===== src/rtl/chip_driver_pkg.sv =====
// Shared types and defaults for the ISML chip serial driver.
package chip_driver_pkg;

  typedef enum logic [1:0] {
    RST_LOW,
    RST_SHIFT,
    RUN
  } state_t;

  // ld_ch is 4 bits wide, which caps a frame at 16 channels.
  localparam int CH_IDX_W = 4;

  localparam logic [7:0] DEF_PAT_A     = 8'hFF;
  localparam logic [7:0] DEF_PAT_B     = 8'hFE;
  localparam logic [7:0] DEF_RESET_VAL = 8'hFF;

  function automatic int word_len(input int data_w, input bit parity);
    return parity ? data_w + 1 : data_w;
  endfunction

endpackage


===== src/rtl/chip_word_shifter.sv =====
// Word serialiser: loads a word, emits it MSB first on bit_q, optionally
// followed by one even-parity bit; word_done marks the last bit of the word.
module chip_word_shifter #(
  parameter int DATA_W   = 8,
  parameter int WORD_LEN = DATA_W
) (
  input  logic              clk_in,
  input  logic              bt_res,
  input  logic              load,
  input  logic              with_par,
  input  logic [DATA_W-1:0] data,
  output logic              bit_q,
  output logic              word_done
);

  localparam int CNT_W = $clog2(WORD_LEN + 1);

  logic [DATA_W-1:0] shreg;
  logic              par_q;
  logic              par_en_q;
  logic              busy;
  logic [CNT_W-1:0]  cnt;
  logic [CNT_W-1:0]  last;

  assign last      = par_en_q ? CNT_W'(WORD_LEN - 1) : CNT_W'(DATA_W - 1);
  assign word_done = busy && (cnt == last);

  // NOTE: sequential state uses non-blocking assignments so every register
  // samples pre-edge values regardless of statement order.
  always_ff @(posedge clk_in or posedge bt_res) begin
    if (bt_res) begin
      shreg    <= '0;
      par_q    <= 1'b0;
      par_en_q <= 1'b0;
      busy     <= 1'b0;
      cnt      <= '0;
      bit_q    <= 1'b0;
    end else if (load) begin
      bit_q    <= data[DATA_W-1];
      shreg    <= data << 1;
      par_q    <= ^data;
      par_en_q <= with_par;
      cnt      <= '0;
      busy     <= 1'b1;
    end else if (busy) begin
      cnt   <= cnt + 1'b1;
      shreg <= shreg << 1;
      // After the last data bit only a parity bit can follow.
      bit_q <= (cnt == CNT_W'(DATA_W - 1)) ? (par_q & par_en_q) : shreg[DATA_W-1];
    end
  end

endmodule


===== src/rtl/chip_serial_driver.sv =====
// Multi-channel serial driver for the ISML test chip: reset sequence, then
// one word per channel per frame. Optional parity bit: define FRAME_PARITY_EN.
module chip_serial_driver
  import chip_driver_pkg::*;
#(
  parameter int                NUM_CH      = 2,
  parameter int                DATA_W      = 8,
  parameter int                SEL_W       = 4,
  parameter int                CYCLE_LEN   = 250,
  parameter int                RESET_WORDS = 2,
  parameter logic [DATA_W-1:0] RESET_VAL   = DATA_W'(DEF_RESET_VAL),
  parameter logic [DATA_W-1:0] PAT_A       = DATA_W'(DEF_PAT_A),
  parameter logic [DATA_W-1:0] PAT_B       = DATA_W'(DEF_PAT_B)
) (
  input  logic                    clk_in,
  input  logic                    bt_res,
  input  logic [NUM_CH*SEL_W-1:0] ch_sel,
  input  logic                    mode,
  input  logic                    ld_valid,
  input  logic [CH_IDX_W-1:0]     ld_ch,
  input  logic [DATA_W-1:0]       ld_data,
  output logic                    ld_ready,
  output logic                    ld_err,
  output logic                    resn,
  output logic                    enable,
  output logic                    clk_out,
  output logic                    serial_din,
  output logic [SEL_W-1:0]        sel,
  output logic                    frame_start,
  output logic                    swap
);

`ifdef FRAME_PARITY_EN
  localparam bit PARITY_EN = 1'b1;
`else
  localparam bit PARITY_EN = 1'b0;
`endif
  localparam int WORD_LEN = word_len(DATA_W, PARITY_EN);
  localparam int FC_W     = $clog2(CYCLE_LEN + 1);
  localparam int RW_W     = $clog2(RESET_WORDS + 1);

  state_t                state, state_nx;
  logic                  gate_q;
  logic                  mode_q;
  logic [CH_IDX_W-1:0]   word_cnt;
  logic [FC_W-1:0]       frame_cnt;
  logic [RW_W-1:0]       rw_cnt;
  logic [DATA_W-1:0]     active    [NUM_CH];
  logic [DATA_W-1:0]     shadow    [NUM_CH];
  logic [DATA_W-1:0]     shadow_nx [NUM_CH];

  logic                  load, new_frame, run_word, word_done;
  logic                  ld_acc, ld_ok, toggle, swap_nx, mode_nx;
  logic [CH_IDX_W-1:0]   idx;
  logic [DATA_W-1:0]     word_data;
  logic [SEL_W-1:0]      sel_nx;

  assign clk_out  = ~clk_in & gate_q;
  assign ld_acc   = ld_valid & ld_ready;
  assign ld_ok    = ld_acc && (int'(ld_ch) < NUM_CH);
  assign run_word = new_frame || (state == RUN);
  assign idx      = new_frame ? '0 : word_cnt + 1'b1;
  // Every CYCLE_LEN completed frames the pattern half flips.
  assign toggle   = new_frame && (state == RUN) && (frame_cnt == FC_W'(CYCLE_LEN - 1));
  assign swap_nx  = swap ^ toggle;
  assign mode_nx  = new_frame ? mode : mode_q;

  // NOTE: every always_comb output gets a default first so no path can
  // leave it unassigned and infer a latch.
  always_comb begin
    state_nx  = state;
    load      = 1'b0;
    new_frame = 1'b0;
    case (state)
      RST_LOW: begin
        state_nx = RST_SHIFT;
        load     = 1'b1;
      end
      RST_SHIFT: begin
        if (word_done) begin
          load = 1'b1;
          if (rw_cnt == RW_W'(RESET_WORDS - 1)) begin
            state_nx  = RUN;
            new_frame = 1'b1;
          end
        end
      end
      RUN: begin
        if (word_done) begin
          load      = 1'b1;
          new_frame = (word_cnt == CH_IDX_W'(NUM_CH - 1));
        end
      end
      default: state_nx = RST_LOW;
    endcase
  end

  // The first word of a frame sees the committed shadow, including a write
  // accepted on the commit cycle itself.
  always_comb begin
    shadow_nx = shadow;
    for (int k = 0; k < NUM_CH; k++) begin
      if (ld_ok && (ld_ch == CH_IDX_W'(k))) shadow_nx[k] = ld_data;
    end
    word_data = RESET_VAL;
    sel_nx    = '0;
    if (run_word) begin
      for (int k = 0; k < NUM_CH; k++) begin
        if (idx == CH_IDX_W'(k)) begin
          sel_nx = ch_sel[k*SEL_W +: SEL_W];
          if (mode_nx) word_data = new_frame ? shadow_nx[k] : active[k];
          else         word_data = (((k % 2) == 0) ^ swap_nx) ? PAT_A : PAT_B;
        end
      end
    end
  end

  chip_word_shifter #(
    .DATA_W   (DATA_W),
    .WORD_LEN (WORD_LEN)
  ) u_shifter (
    .clk_in    (clk_in),
    .bt_res    (bt_res),
    .load      (load),
    .with_par  (run_word & PARITY_EN),
    .data      (word_data),
    .bit_q     (serial_din),
    .word_done (word_done)
  );

  // NOTE: the shadow/active word arrays are reset because a reset must
  // discard host data and restart from RESET_VAL.
  always_ff @(posedge clk_in or posedge bt_res) begin
    if (bt_res) begin
      state       <= RST_LOW;
      resn        <= 1'b0;
      enable      <= 1'b0;
      gate_q      <= 1'b0;
      sel         <= '0;
      ld_ready    <= 1'b0;
      ld_err      <= 1'b0;
      frame_start <= 1'b0;
      swap        <= 1'b0;
      mode_q      <= 1'b0;
      word_cnt    <= '0;
      frame_cnt   <= '0;
      rw_cnt      <= '0;
      for (int k = 0; k < NUM_CH; k++) begin
        active[k] <= RESET_VAL;
        shadow[k] <= RESET_VAL;
      end
    end else begin
      state       <= state_nx;
      resn        <= (state_nx != RST_LOW);
      gate_q      <= (state_nx != RST_LOW);
      ld_ready    <= (state_nx != RST_LOW);
      enable      <= (state_nx == RUN);
      frame_start <= new_frame;
      ld_err      <= ld_acc && !ld_ok;
      shadow      <= shadow_nx;
      if (load) begin
        sel <= sel_nx;
        if (run_word) word_cnt <= idx;
      end
      if (load && (state == RST_SHIFT) && !new_frame) rw_cnt <= rw_cnt + 1'b1;
      if (new_frame) begin
        mode_q <= mode;
        active <= shadow_nx;
        swap   <= swap_nx;
        if (state == RUN) frame_cnt <= toggle ? '0 : frame_cnt + 1'b1;
      end
    end
  end

endmodule

===== config.mk =====
export PLATFORM = sky130hd
export DESIGN_NAME = chip_serial_driver
export DESIGN_NICKNAME = d
export VERILOG_FILES = /design/src/rtl/chip_driver_pkg.sv /design/src/rtl/chip_word_shifter.sv /design/src/rtl/chip_serial_driver.sv
export SDC_FILE = /design/constraint.sdc
export NUM_CORES = 1
export LEC_CHECK = 0
export CAP_MARGIN = 20
export CORE_ASPECT_RATIO = 0.9
export CORE_UTILIZATION = 40
export CTS_BUF_LIST = sky130_fd_sc_hd__clkbuf_8
export CTS_CLUSTER_SIZE = 8
export DETAILED_ROUTE_END_ITERATION = 10
export HOLD_SLACK_MARGIN = 0.15
export PLACE_DENSITY = 0.66
export SETUP_SLACK_MARGIN = 0.2
export SLEW_MARGIN = 20
export SYNTH_ARGS = -nofsm -noshare
export SYNTH_HDL_FRONTEND = slang
export SYNTH_HIERARCHICAL = 1
export SYNTH_SLANG_ARGS = --single-unit

===== constraint.sdc =====
create_clock -name clk_in -period 2.5 [get_ports clk_in]
set_clock_uncertainty 0.1 [all_clocks]
set_input_delay 0.625 -clock clk_in [delete_from_list [all_inputs] [get_ports clk_in]]
set_output_delay 0.625 -clock clk_in [all_outputs]
set_load 0.05 [all_outputs]

## After elaboration in Yosys (flattened, before gate mapping)

Index checks and enable logic that the tools add are counted.

| operators by class | value |
|---|---|
| bitwise operators | 4 |
| equal/unequal tests | 9 |
| reductions and logical operators | 20 |
| $add $sub $neg | 4 |
| mux-type cells | 33 |
| magnitude comparators | 1 |

Operators with widths:

| kind | count |
|---|---|
| two-way mux 8 bit | 12 |
| two-way mux 4 bit | 6 |
| equality test 4 x 1 -> 1 bit (second input constant) | 3 |
| two-way mux 1 bit | 10 |
| logical AND 1 bit | 9 |
| adder 4 x 1 -> 4 bit (second input constant) | 2 |
| adder 8 x 1 -> 8 bit (second input constant) | 1 |
| equality test 8 bit (second input constant) | 1 |
| zero test 4 bit | 2 |
| case mux 2 bit (3 select lines) | 1 |
| equality test 2 x 1 -> 1 bit (second input constant) | 2 |
| equality test 2 bit (second input constant) | 2 |
| equality test 4 x 3 -> 1 bit (second input constant) | 1 |
| < comparator 4 x 2 -> 1 bit (second input constant) | 1 |
| two-way mux 2 bit | 2 |
| case mux 1 bit (2 select lines) | 2 |
| AND reduction 2 bit | 2 |
| nonzero test 2 bit | 2 |
| adder 2 x 1 -> 2 bit (second input constant) | 1 |
| bitwise AND 1 bit | 2 |
| zero test 1 bit | 2 |
| zero test 2 bit | 1 |
| OR reduction 2 bit | 1 |
| logical OR 1 bit | 1 |
| other kinds (2) | 2 |

| storage, ports and cells | value |
|---|---|
| input port bits | 24 |
| register bits | 72 |
| output and inout bits | 12 |

## Longest topological paths before layout

Gate-level depths: netlist (run 1).

| logic depth | value |
|---|---|
| depth in word-level cells | 13 |
| mapped depth | 14 |

## By module

Netlist (run 1), hierarchy kept.

Modules (own cells, without submodules):

| module | cells each | sequential area each (sq um) | times used | area each (sq um) |
|---|---|---|---|---|
| chip_serial_driver | 229 | 1491.4 | 1 | 2741.4 |
| chip_word_shifter | 69 | 375.4 | 1 | 734.5 |

==> impl_metrics.csv, run 1 <==
group,metric,value,unit
route,drt-initial-drc-count,55,
yosys,netlist_area,3480,µm²
pwr,peakVddDrop,0.000456,V
clock_tree,clk_latency,0.46,ns
setup_path,r2r-end,"u_shifter/par_q",
pwr,leakagePower,0.00228,µW
yosys,yosysWarnings,6,
hold_path,hold_depth,2,
global_route,grt_antenna_before_repair,0,
yosys,synthArstFlopShare,100,%
placed_design,placed_cell_area,4350,µm²
route,topRoutingLayerUsed,"met4",
hold_path,min-delay-start,"rw_cnt[1]",
layout,post-route-cell-area,5050,µm²
layout,layout_common_cells,"buf_4 (61), dfrtp_1 (40), dfstp_2 (32)",
timing,min_period,2.82,ns
setup_path,r2r_start,"state[1]",
yosys,synth-seq-area-share,53.7,%
run_status,status,"finished, violations left",
floorplan,core,8220,µm²
layout,final_layout_size_suffix_gt1_share,47.8,%
route,drc,0,
pwr,powerDensity,664,nW/µm²
pwr,total_power,3360,µW
setup_path,startpoint_type,"flip-flop",
timing,fin_ws,-0.316,ns
setup_path,crit_required,2.74,ns
route,vias_per_cell,4.97,
floorplan,die_h,90.4,µm
floorplan,io_pins,36,
timing,slew-limit-headroom,59.3,%
route,dr.pass1.iters,4,
floorplan,start_util,42.3,%
route,via_count,2649,
layout,syn_to_final_growth,45.4,%
timing,slew_viol_final,0,
clock_tree,ctsHoldBuffers,0,
floorplan,dieArea,9070,µm²
hold_path,worstHoldPathType,"reg2reg",
setup_path,r2r_cells,12,
timing,fmax,355,MHz
yosys,yosys_register_bits,73,
yosys,synthTopCellsByArea,"dfrtp_1 (30%), dfstp_2 (24%), mux2_2 (10%)",
setup_path,cp.arrival,3.06,ns
yosys,synth_top_area_share,29.5,%
yosys,synth_ff_type,"dfrtp_1",
setup_path,rrSetupSlack,-0.32,ns
yosys,syn_nets,333,
global_route,first_global_vias,2771,
route,met3_wirelength,420,µm
placed_design,dp_hpwl,5260,µm
setup_path,path_class,"reg2reg",
setup_path,end_kind,"flip-flop",
timing,worst_slew_pin_slew,0.610,ns
global_route,grt_max_degree,24,
yosys,yosys.area.top_type,"dfrtp_1",
timing,setup_viol,8,
clock_tree,cts_tree,"built",
flow_run,max_cap_viol_count,0,
yosys,yosysUniqueCellTypes,44,
route,drt-met1-wl,3710,µm
global_route,track_usage,19.1,%
timing,finalHoldViolCount,0,
timing,rsz0062_at_grt,"true",
yosys,synth.avg_cell_area,11.7,µm²
route,wl_per_cell,15.1,µm
route,dr_wl_met2,3810,µm
yosys,syn-instance-count,298,
layout,post-route-util,61.4,%
clock_tree,path_clk_slew,0.08,ns
hold_path,min_to,"rw_cnt[1]",
placed_design,port_buffers,35,
timing,hold_ws,0.389,ns
placed_design,preCtsSetupSlack,-0.843,ns
layout,n_antenna_cell,0,
floorplan,fp.dieW,100,µm
run_status,violations,"setup timing",
placed_design,gp_congestion,0.855,
floorplan,row_count,31,
setup_path,crit_start,"state[1]",
setup_path,worst-path-max-fanout,8,
route,drt.antenna.violating_nets,0,
yosys,synth-edff-count,0,
timing,period_share,113,%
layout,layout_commonest_cell,"buf_4",
global_route,grt_pass1_wl,13100,µm
global_route,grt-ovfl-total,0,
route,totalWireLength,8060,µm
layout,nNetsFinal,448,
==> cells by family after synthesis <==
kind of cell / count (synthesis) / synth area share [%]
compound gates: 47 / 8.78
xor+xnor: 16 / 4.03
fa+ha+maj: 11 / 3.96
buf+inv: 21 / 2.84
flops: 73 / 53.7
mux: 43 / 13.5
other cells: 1 / 0.108
simple gates: 86 / 13.1
==> final cells by class <==
| class | instances | area (µm²) |
|---|---|---|
| clock buffer | 14 | 196 |
| clock inverter | 6 | 82.6 |
| fill | 665 | 3170 |
| inverter | 13 | 52.6 |
| multi-input combinational | 204 | 1740 |
| sequential | 73 | 1870 |
| tap | 115 | 144 |
| timing repair buffer | 108 | 968 |
==> report_power, final <==
group	total (µW)	internal (µW)	switching, µW
Clock	1320	763	558
Combinational	547	316	231
Sequential	1490	1420	70.7
Total	3360	2500	859
==> metrics by stage <==
step / cells / TNS [ns]
3_5_place_dp: 488 / -5.33
6_report: 533 / -1.14
3_3_place_gp: 488 / -5.29
2_1_floorplan: 298 / -0.337
4_1_cts: 525 / -0.974
5_1_grt: 533 / -2.35
==> worst max path at each step <==
stage	endpoint	slack [ns]	cells after the start
after global routing	u_shifter/par_q	-0.45	14
after CTS	u_shifter/par_q	-0.31	14
after floorplan	u_shifter/par_q	-0.34	10
after global placement	u_shifter/par_q	-0.85	12
after detailed placement	u_shifter/par_q	-0.84	12
final	u_shifter/par_q	-0.32	12
==> Yosys cell counts, types with 2 or more instances <==
| cell type | count |
|---|---|
| dfrtp_1 | 41 |
| dfstp_2 | 32 |
| mux2_2 | 31 |
| nand2_1 | 29 |
| nor2_1 | 17 |
| o21ai_0 | 15 |
| inv_1 | 13 |
| mux2i_1 | 12 |
| ha_1 | 11 |
| xnor2_1 | 11 |
| o22ai_1 | 10 |
| a21oi_1 | 7 |
| and3_1 | 6 |
| nand4_1 | 6 |
| xor2_1 | 5 |
| a221o_1 | 4 |
| nor2b_1 | 4 |
| or2_2 | 4 |
| a21o_1 | 3 |
| buf_4 | 3 |
| clkbuf_1 | 3 |
| nand2b_1 | 3 |
| nand3b_1 | 3 |
| nor3_1 | 3 |
| nand3_1 | 2 |
| or3_1 | 2 |
==> flip-flops by register name, summed over array words and instances, names as in the netlist, 2 cells and up <==
signal and count:
active 16, frame_cnt 8, rw_cnt 2, sel 4
shadow 16, state 2, u_shifter/cnt 4, u_shifter/shreg 7
word_cnt 4
==> critical path, cell delays in order, from the launching register on <==
cell      delay (ns)
dfrtp_1         0.40
inv_1           0.07
ha_1            0.34
o211ai_1        0.19
a21oi_4         0.27
buf_6           0.19
mux2_4          0.31
o22ai_1         0.11
nand2_1         0.11
xnor2_1         0.22
xnor2_1         0.17
xnor2_1         0.14
a21oi_1         0.08
==> layer usage <==
layer,vias to the layer above,global-route usage [%]
met5,-,0
met4,0,6.88
met3,15,7.74
met2,63,28.4
met1,1297,25.0
li1,1274,-
==> what timing repair did <==
item                                    CTS  global route
endpoints found under the setup margin   26            20
cloned                                    1             0
pin swaps                                18             8
resized for setup                        55            29
setup buffers                            17             8
hold endpoints to repair                  0             0
(Power assumes the default switching activity.)
==> run 2: changes to the inputs <==
MAX_ROUTING_LAYER = met4   (was unset)
==> impl_metrics.csv, run 2 (same netlist as run 1, synthesis figures left out) <==
group,metric,value,unit
timing,slew_viol_final,0,
setup_path,crit_required,2.75,ns
setup_path,critPathBufInv,2,
route,drt.antenna.violating_nets,0,
pwr,leakagePower,0.00228,µW
setup_path,worstPathCellList,"inv_1 -> ha_1 -> o211ai_1 -> a21oi_4 -> buf_6 -> mux2_4 -> o22ai_1 -> nand2_1 -> xnor2_1 -> xnor2_1 -> xnor2_1 -> a21oi_1",
route,vias_per_cell,4.97,
layout,final_layout_size_suffix_gt1_share,47.8,%
setup_path,crit_slowest_cell,"dfrtp_1",
route,drc,0,
clock_tree,cts_tree,"built",
route,via_count,2651,
setup_path,worst_path_most_repeated_cell,"xnor2_1",
clock_tree,path_clk_slew,0.08,ns
global_route,grt_pass1_wl,13100,µm
global_route,first_global_vias,2775,
route,wl_per_cell,15.2,µm
timing,fmax,355,MHz
layout,nNetsFinal,448,
global_route,grt_max_degree,24,
floorplan,die_h,90.4,µm
flow_run,max_cap_viol_count,0,
clock_tree,ctsHoldBuffers,0,
clock_tree,clk_latency,0.46,ns
floorplan,dieArea,9070,µm²
run_status,violations,"setup timing",
route,dr.pass1.iters,4,
layout,n_antenna_cell,0,
pwr,internal-power,2500,µW
timing,hold_ws,0.389,ns
setup_path,path_class,"reg2reg",
placed_design,dp_hpwl,5260,µm
layout,syn_to_final_growth,45.4,%
global_route,grt_antenna_before_repair,0,
floorplan,fp.dieW,100,µm
timing,setup_viol,9,
pwr,swShare,25.7,%
placed_design,port_buffers,35,
pwr,power.share.clock,39.5,%
hold_path,worstHoldPathType,"reg2reg",
timing,setup_tns,-1.16,ns
setup_path,cp_top_family,"compound AO/OA/AOI/OAI gates",
setup_path,cp.arrival,3.06,ns
pwr,peakVddDrop,0.000456,V
layout,layout_commonest_cell,"buf_4",
timing,finalHoldViolCount,0,
timing,fin_ws,-0.317,ns
global_route,grt-ovfl-total,0,
setup_path,end_kind,"flip-flop",
layout,reg_top3,"active x16, shadow x16, frame_cnt x8",
setup_path,worst-path-max-fanout,8,
route,totalWireLength,8080,µm
pwr,switching_power,865,µW
pwr,total_power,3360,µW
run_status,status,"finished, violations left",
floorplan,row_count,31,
timing,rsz0062_at_grt,"true",
pwr,powerDensity,665,nW/µm²
timing,slew-limit-headroom,58.9,%
pwr,combPwrFrac,16.3,%
floorplan,core,8220,µm²
floorplan,io_pins,36,
placed_design,preCtsSetupSlack,-0.843,ns
placed_design,gp_congestion,0.868,
global_route,track_usage,19.7,%
layout,layout_common_cells,"buf_4 (61), dfrtp_1 (40), dfstp_2 (32)",
setup_path,startpoint_type,"flip-flop",
timing,worst_slew_pin_slew,0.616,ns
timing,period_share,113,%
pwr,seq_power_share,44.3,%
setup_path,cpPeakStageDelay,0.40,ns
floorplan,start_util,42.3,%
route,drt-initial-drc-count,49,
timing,min_period,2.82,ns
==> run 2: cell counts in the layout (fill, tap and decap cells not counted) <==
No cell type changed its count.
==> run 2: area by class of cell <==
class                           instances  area [µm²]
Timing Repair Buffer                  108         968
Tap cell                              115         144
Multi-Input combinational cell        204        1740
Inverter                               13        52.6
Clock buffer                           14         196
Fill cell                             665        3170
Sequential cell                        73        1870
Clock inverter                          6        82.6
==> run 2: path summary, 6_finish.rpt <==
kind / from / endpoint / slack (ns) / cells past startpoint
hold / removal: rw_cnt[1] / rw_cnt[1] / 0.39 / 2
setup reg to reg: state[1] / u_shifter/par_q / -0.32 / 12
min in group asynchronous: bt_res / rw_cnt[0] / 0.48 / 2
setup / recovery: state[1] / u_shifter/par_q / -0.32 / 12
hold reg to reg: rw_cnt[1] / rw_cnt[1] / 0.39 / 2
max in group asynchronous: bt_res / sel[2] / 1.26 / 3
==> run 2: layer usage <==
layer / up-vias / GRT usage [%] / share of wire [%]
met5: - / - / 0
li1: 1275 / - / -
met2: 51 / 28.4 / 47
met1: 1308 / 25.0 / 47
met4: 0 / 6.88 / 1.6
met3: 17 / 7.97 / 4.7
==> run 2: worst reg2reg max path: stages (launching register included) <==
cell and delay (ns):
dfrtp_1 0.40, inv_1 0.07, ha_1 0.34, o211ai_1 0.19
a21oi_4 0.27, buf_6 0.19, mux2_4 0.31, o22ai_1 0.11
nand2_1 0.11, xnor2_1 0.22, xnor2_1 0.17, xnor2_1 0.14
a21oi_1 0.08
==> run 2: power by group through the flow <==
stage          sequential [µW]  combinational [µW]  clock [µW]
2_1_floorplan             1500                 273        82.1
3_3_place_gp              1490                 426         112
3_5_place_dp              1500                 435         112
4_1_cts                   1480                 501        1340
5_1_grt                   1510                 592        1410
6_report                  1490                 547        1330
==> run 2: what timing repair did <==
action	in CTS	in global routing
endpoints found under the setup margin	26	20
setup buffers	17	8
gates cloned	1	0
pin swaps	18	8
gates resized for setup	55	29
==> run 2: per-stage QoR <==
| stage | utilization [%] | instances | cell area, µm² |
|---|---|---|---|
| 2_1_floorplan | - | 298 | 3500 |
| 3_3_place_gp | 52.9 | 488 | 4350 |
| 3_5_place_dp | 52.9 | 488 | 4350 |
| 4_1_cts | 59.3 | 525 | 4870 |
| 5_1_grt | 61.4 | 533 | 5050 |
| 6_report | 61.4 | 533 | 5050 |
